## src/rtl/ram_in_writer.sv

```systemverilog
// Frame-buffer writer: packs an R,G,B byte stream into 24-bit pixels and writes
// one full frame into the image RAM in raster order, once per start pulse.
module ram_in_writer #(
  parameter int IMG_W  = 512,
  parameter int IMG_H  = 384,
  parameter int ADDR_W = 18,
  parameter int PIX_W  = 24
) (
  input  logic              clk,
  input  logic              rst,
  input  logic              start,
  input  logic [7:0]        rx_data,
  input  logic              rx_valid,
  output logic [ADDR_W-1:0] addr,
  output logic [PIX_W-1:0]  pix_out,
  output logic              we,
  output logic              busy,
  output logic              done
);

  typedef enum logic [1:0] {IDLE, RECV, DONE} state_t;

  localparam logic [ADDR_W-1:0] LAST_ADDR = ADDR_W'(IMG_W * IMG_H - 1);

  state_t              state_reg, state_next;
  logic [1:0]          byte_cnt_reg, byte_cnt_next;
  logic [7:0]          r_reg, r_next;
  logic [7:0]          g_reg, g_next;
  logic [ADDR_W-1:0]   pix_idx_reg, pix_idx_next;
  logic [ADDR_W-1:0]   addr_reg, addr_next;
  logic [PIX_W-1:0]    pix_reg, pix_next;
  logic                we_reg, we_next;
  logic                busy_reg, busy_next;
  logic                done_reg, done_next;

  always_ff @(posedge clk) begin
    if (rst) begin
      state_reg    <= IDLE;
      byte_cnt_reg <= 2'd0;
      r_reg        <= 8'd0;
      g_reg        <= 8'd0;
      pix_idx_reg  <= '0;
      addr_reg     <= '0;
      pix_reg      <= '0;
      we_reg       <= 1'b0;
      busy_reg     <= 1'b0;
      done_reg     <= 1'b0;
    end else begin
      state_reg    <= state_next;
      byte_cnt_reg <= byte_cnt_next;
      r_reg        <= r_next;
      g_reg        <= g_next;
      pix_idx_reg  <= pix_idx_next;
      addr_reg     <= addr_next;
      pix_reg      <= pix_next;
      we_reg       <= we_next;
      busy_reg     <= busy_next;
      done_reg     <= done_next;
    end
  end

  always_comb begin
    state_next    = state_reg;
    byte_cnt_next = byte_cnt_reg;
    r_next        = r_reg;
    g_next        = g_reg;
    pix_idx_next  = pix_idx_reg;
    addr_next     = addr_reg;
    pix_next      = pix_reg;
    we_next       = 1'b0;
    busy_next     = busy_reg;
    done_next     = done_reg;

    case (state_reg)
      IDLE, DONE: begin
        if (start) begin
          state_next    = RECV;
          busy_next     = 1'b1;
          done_next     = 1'b0;
          byte_cnt_next = 2'd0;
          pix_idx_next  = '0;
        end
      end
      RECV: begin
        // The third byte completes the pixel directly from rx_data, so a byte
        // arriving during the write cycle is already the next pixel's R.
        if (rx_valid) begin
          case (byte_cnt_reg)
            2'd0: begin
              r_next        = rx_data;
              byte_cnt_next = 2'd1;
            end
            2'd1: begin
              g_next        = rx_data;
              byte_cnt_next = 2'd2;
            end
            default: begin
              byte_cnt_next = 2'd0;
              we_next       = 1'b1;
              addr_next     = pix_idx_reg;
              pix_next      = PIX_W'({r_reg, g_reg, rx_data});
              pix_idx_next  = pix_idx_reg + ADDR_W'(1);
              if (pix_idx_reg == LAST_ADDR) begin
                state_next = DONE;
                busy_next  = 1'b0;
                done_next  = 1'b1;
              end
            end
          endcase
        end
      end
      default: state_next = IDLE;
    endcase
  end

  assign addr    = addr_reg;
  assign pix_out = pix_reg;
  assign we      = we_reg;
  assign busy    = busy_reg;
  assign done    = done_reg;

endmodule

```

## config.mk

```make
export PLATFORM = sky130hd
export DESIGN_NAME = ram_in_writer
export DESIGN_NICKNAME = d
export VERILOG_FILES = /design/src/rtl/ram_in_writer.sv
export SDC_FILE = /design/constraint.sdc
export NUM_CORES = 1
export LEC_CHECK = 0
export BUFFER_PORTS_ARGS = -buffer_cell sky130_fd_sc_hd__buf_2
export CAP_MARGIN = 25
export CORE_MARGIN = 5
export CORE_UTILIZATION = 45
export DETAILED_ROUTE_END_ITERATION = 10
export PLACE_DENSITY_LB_ADDON = 0.25
export SLEW_MARGIN = 25
export SYNTH_ARGS = -nofsm -noshare
export SYNTH_HDL_FRONTEND = slang
export SYNTH_SLANG_ARGS = --single-unit
```

## constraint.sdc

```tcl
create_clock -name clk -period 4.07 [get_ports clk]
set_input_delay 0 -clock clk [delete_from_list [all_inputs] [get_ports clk]]
set_output_delay 0 -clock clk [all_outputs]
set_load 0.01 [all_outputs]
```

### Yosys cells after proc, flatten, opt, wreduce, memory -nomap -nowiden

Cells that the tools add are included.

| cells by class | value |
|---|---|
| $add $sub $neg | 1 |
| equal/unequal tests | 8 |
| multiplexer cells | 24 |
| bitwise operators | 3 |
| reduce and logical (&&, ||, !) cells | 13 |

Operators with widths:

| kind | number |
|---|---|
| $mux W18 | 3 |
| $pmux W18 S2 | 1 |
| $add A18 B1 Y18 const B | 1 |
| $eq A18 B18 Y1 const B | 1 |
| $mux W2 | 6 |
| $pmux W2 S2 | 3 |
| $reduce_and A3 Y1 | 4 |
| $mux W1 | 9 |
| $ne A2 B2 Y1 const B | 4 |
| $reduce_and A4 Y1 | 2 |
| $reduce_and A5 Y1 | 1 |
| $eq A2 B1 Y1 const B | 2 |
| $logic_not A2 Y1 | 2 |
| $pmux W1 S2 | 2 |
| $reduce_or A2 Y1 | 2 |
| $not A1 Y1 | 3 |
| $reduce_or A3 Y1 | 1 |
| $eq A2 B2 Y1 const B | 1 |
| $reduce_bool A2 Y1 | 1 |

| storage, ports and cells | value |
|---|---|
| register bits after elaboration | 83 |
| input bits | 12 |
| output and inout bits | 45 |

### Logic depth before layout (Yosys ltp)

| logic depth | value |
|---|---|
| depth in word-level cells | 5 |
| depth in mapped cells | 5 |

### Least setup slack after synthesis

No wires, ideal clock.

| timing | value |
|---|---|
| kind | reg-to-reg |
| start point | reg pix_idx_reg[0] |
| end point | reg pix_idx_reg[14] |
| arrival time | 1.597 ns |
| required time | 3.999 ns |
| setup slack | 2.402 ns |
| cell stages (with the launch flop) | 6 |
| buffers on the path | 0 |
| period minus slack after synthesis | 1.668 ns |
| cell sequence | dfxtp_1 ha_1 nand4_1 a211o_1 or4_1 a21oi_1 |

| between the ends | value |
|---|---|
| word-level cells in the longest chain between the ends | 4 |

Ends and longest elaborated chain:

| element | line | text |
|---|---|---|
| start, declared | 29 | `logic [ADDR_W-1:0] pix_idx_reg, pix_idx_next;` |
| start signal, assigned | 53 | `pix_idx_reg <= pix_idx_next;` |
| $add A18 B1 Y18 | 102 | `pix_idx_next = pix_idx_reg + ADDR_W'(1);` |
| $mux W18 | 88 | `case (byte_cnt_reg)` |
| $mux W18 | 87 | `if (rx_valid) begin` |
| $pmux W18 S2 | 74 | `case (state_reg)` |

Every way passes these cells. The select of a mux whose other input is x is not followed.
A chain may end at the register's enable or synchronous reset.

### Worst setup path in the final report

| timing | value |
|---|---|
| start point | reg state_reg[0] |
| end point | reg pix_idx_reg[17] |

| between the ends | value |
|---|---|
| word-level cells in the longest chain between the ends | 4 |

Ends and longest elaborated chain:

| element | line | text |
|---|---|---|
| start, declared | 25 | `state_t state_reg, state_next;` |
| start signal, assigned | 49 | `state_reg <= state_next;` |
| $eq A2 B2 Y1 / $logic_not A2 Y1 (equally long branches) | 74 |  |
| $reduce_or A2 Y1 | 74 |  |
| $ne A2 B2 Y1 (no line) / $reduce_bool A2 Y1 (equally long branches) | n/a |  |
| $reduce_and A4 Y1 (no line) | n/a |  |

Parallel ways exist; a longest one is shown, timed or not.

==> flow_summary_export.csv <==
group,metric,value,unit
run_status,status,"finished, final reports clean",
global_routing,track_usage,0.1714,
layout,final_common_cell,"nand2_1",
timing,worstMarginPinSlew,0.9055,ns
timing,setup_viol,0,
timing,finalCriticalPeriod,1.957,ns
clock_tree,clk_path_buf_depth,2,
critical_path,reg2reg_depth,4,
routing,initialDrtViolationCount,126,
logic_synthesis,synth_edf_count,0,
routing,remaining_drc_errors,0,
floorplan,start_util,0.4626,
critical_path,r2r_slack,2.11,ns
logic_synthesis,yosysSeqAreaShare,0.5287,
layout,insertedDiodeCount,0,
worst_hold_path,hold_start,"rx_valid",
placement,dpl_cell_area,3483,um2
layout,final_layout_size_suffix_gt1_frac,0.1795,
critical_path,required,4.35,ns
clock_tree,clkLatencyLatePin,0.35,ns
layout,area_growth,20.54,%
layout,largest_reg_flops,24,
timing,slew_headroom,0.3931,
timing,max_freq,511.1,MHz
floorplan,design.die.area,8756,um2
floorplan,fp.dieH,93.58,um
worst_hold_path,hp-class,"in2reg",
floorplan,io_pins,57,
clock_tree,clock-root-buffer,"clkbuf_8",
timing,grt_setup_unrepaired,"false",
layout,finalNonFillerCells,525,
routing,drt-pass1-iter-count,4,
worst_hold_path,worst_hold_path.endpoint,"state_reg[0]",
critical_path,worst_ep_arrival_time,2.23,ns
critical_path,crit_path_max_fanout,10,
routing,routedWlPerCell,13.64,um
layout,nets,438,
global_routing,antenna_found_initial,0,
critical_path,end_kind,"flip-flop",
layout,fillers,624,
global_routing,grt.overflow.total,0,
timing,post-route-period-util,0.4807,
power_and_ir_drop,peakVddDrop,158.0,uV
timing,worst_slack,2.113,ns
logic_synthesis,synth_cells,368,
logic_synthesis,yosysUniqueCellTypes,38,
floorplan,row_count,30,
timing,whs,0.03651,ns
critical_path,r2r_start,"state_reg[0]",
routing,via_per_inst,5.080,
job,drv_cap,0,
placement,place.gp.congestion,0.8169,
placement,port_buffers,56,
placement,dp.cells,501,
critical_path,worstReg2RegEnd,"pix_idx_reg[17]",
routing,wirelength,7.161,mm
power_and_ir_drop,p_leak,0.001473,uW
timing,tns,0,ns
floorplan,die_w,93.58,um
power_and_ir_drop,p_per_area,402.6,nW/um2
logic_synthesis,syn-num-nets,381,
layout,fin_area,3789,um2
logic_synthesis,synth_flop_cell,"dfxtp_1",
logic_synthesis,synthArstFlopShare,0,
worst_hold_path,hold_path_depth,3,
global_routing,grt_max_degree,48,
global_routing,grt_pass1_vias,2442,
critical_path,startpoint_type,"flip-flop",
routing,ant_nets,0,
floorplan,core_area,6794,um2
logic_synthesis,syn_area_per_cell,8.541,um2
critical_path,criticalPathCategory,"reg2reg",
clock_tree,htree_levels,3,
clock_tree,cts_setup_buffers,0,
routing,vias,2667,
clock_tree,cts_tree,"built",
placement,place_ws,2.142,ns
global_routing,grt_first_pass_wirelength,11.72,mm
layout,final_cell_mix,"nand2_1 (94), dfxtp_1 (83), a21oi_1 (57)",
clock_tree,cts.sinks,83,
clock_tree,cts_buffers,9,
logic_synthesis,synth-seq-cells,83,
placement,dp_hpwl,4.851,mm
timing,fin_skew,0.01311,ns
timing,hold_viol,0,
clock_tree,clk_pin_slew,0.08,ns
logic_synthesis,synth_area,3143,um2
logic_synthesis,yosysWarnings,0,
timing,drv_slew,0,
## stage by stage
| step | total power [uW] | utilization |
|---|---|---|
| after floorplan | 872.9 | - |
| after global placement | 890.5 | 0.5127 |
| after detailed placement | 890.7 | 0.5127 |
| after CTS | 1535 | 0.5576 |
| after global routing | 1576 | 0.5576 |
| final | 1525 | 0.5576 |
## worst max path at each step
stage,start,slack (ns),endpoint
after global routing,state_reg[0],1.98,pix_idx_reg[17]
after detailed placement,state_reg[0],2.14,pix_idx_reg[17]
after global placement,state_reg[0],2.22,pix_idx_reg[17]
after floorplan,pix_idx_reg[0],2.40,pix_idx_reg[14]
final,state_reg[0],2.11,pix_idx_reg[17]
after CTS,state_reg[0],2.12,pix_idx_reg[17]
## worst max-delay path: stages (launching register included)
cell and delay, ns:
dfxtp_1 0.37, nor2b_1 0.62, o2111ai_4 0.23, or4_1 0.51, a21oi_1 0.15
## kinds of logic (layout without fill, tap and decap cells)
group	after synthesis	in the layout	share of synthesized area
xor gates and xnor gates	7	7	0.01951
buffers and inverters	24	85	0.03025
adders and majority gates	1	1	0.003980
and+or+nand+nor	161	161	0.2245
muxes	17	17	0.05414
AOI/OAI and AO/OA	75	75	0.1389
DFF	83	83	0.5287
## cells in the mapped netlist, types with 3 or more instances
cell type  count  share of area
nor2_1        31          0.037
nand4_1        3         0.0060
dfxtp_1       83           0.53
a21oi_1       57          0.091
nand2_1       94           0.11
xor2_1         4          0.011
or3_1          7          0.014
or4_1          3         0.0072
buf_1          6         0.0072
xnor2_1        3         0.0084
o21ai_0        5         0.0080
clkbuf_1      12          0.014
buf_2          4         0.0064
nand3_1        6         0.0096
nand3b_1       3         0.0072
o2111ai_1      3         0.0084
o31ai_1        3         0.0072
mux2i_1       17          0.054
## report_power, final
part | internal, uW | leakage, uW | switching, uW
combinational | 21.2 | 0.000693 | 34.4
clock | 361 | 0.000110 | 287
sequential | 818 | 0.000669 | 4.96
## what timing repair did
action	in CTS	in global routing
endpoints found under the hold margin	25	0
gates resized for setup	0	0
hold buffers	9	0
## layout make-up
| type | count | area [um2] | area share |
|---|---|---|---|
| flip-flops and latches | 83 | 1662 | 0.4386 |
| multi-input cells | 261 | 1391 | 0.3672 |
| repair buffers | 68 | 392.9 | 0.1037 |
| clock buffers | 11 | 141.4 | 0.03732 |
| well taps | 96 | 120.1 | 0.03170 |
| clock inverters | 4 | 73.82 | 0.01948 |
| inverters | 2 | 7.507 | 0.001982 |
## metal layers
layer	vias up	share of wire	global-route usage
li1	1359	-	-
met1	1232	0.49	0.2411
met2	64	0.43	0.2466
met3	12	0.059	0.03459
met4	0	0.018	0.08905
met5	-	0	0
Note: power is estimated with default switching activity, not from simulation.
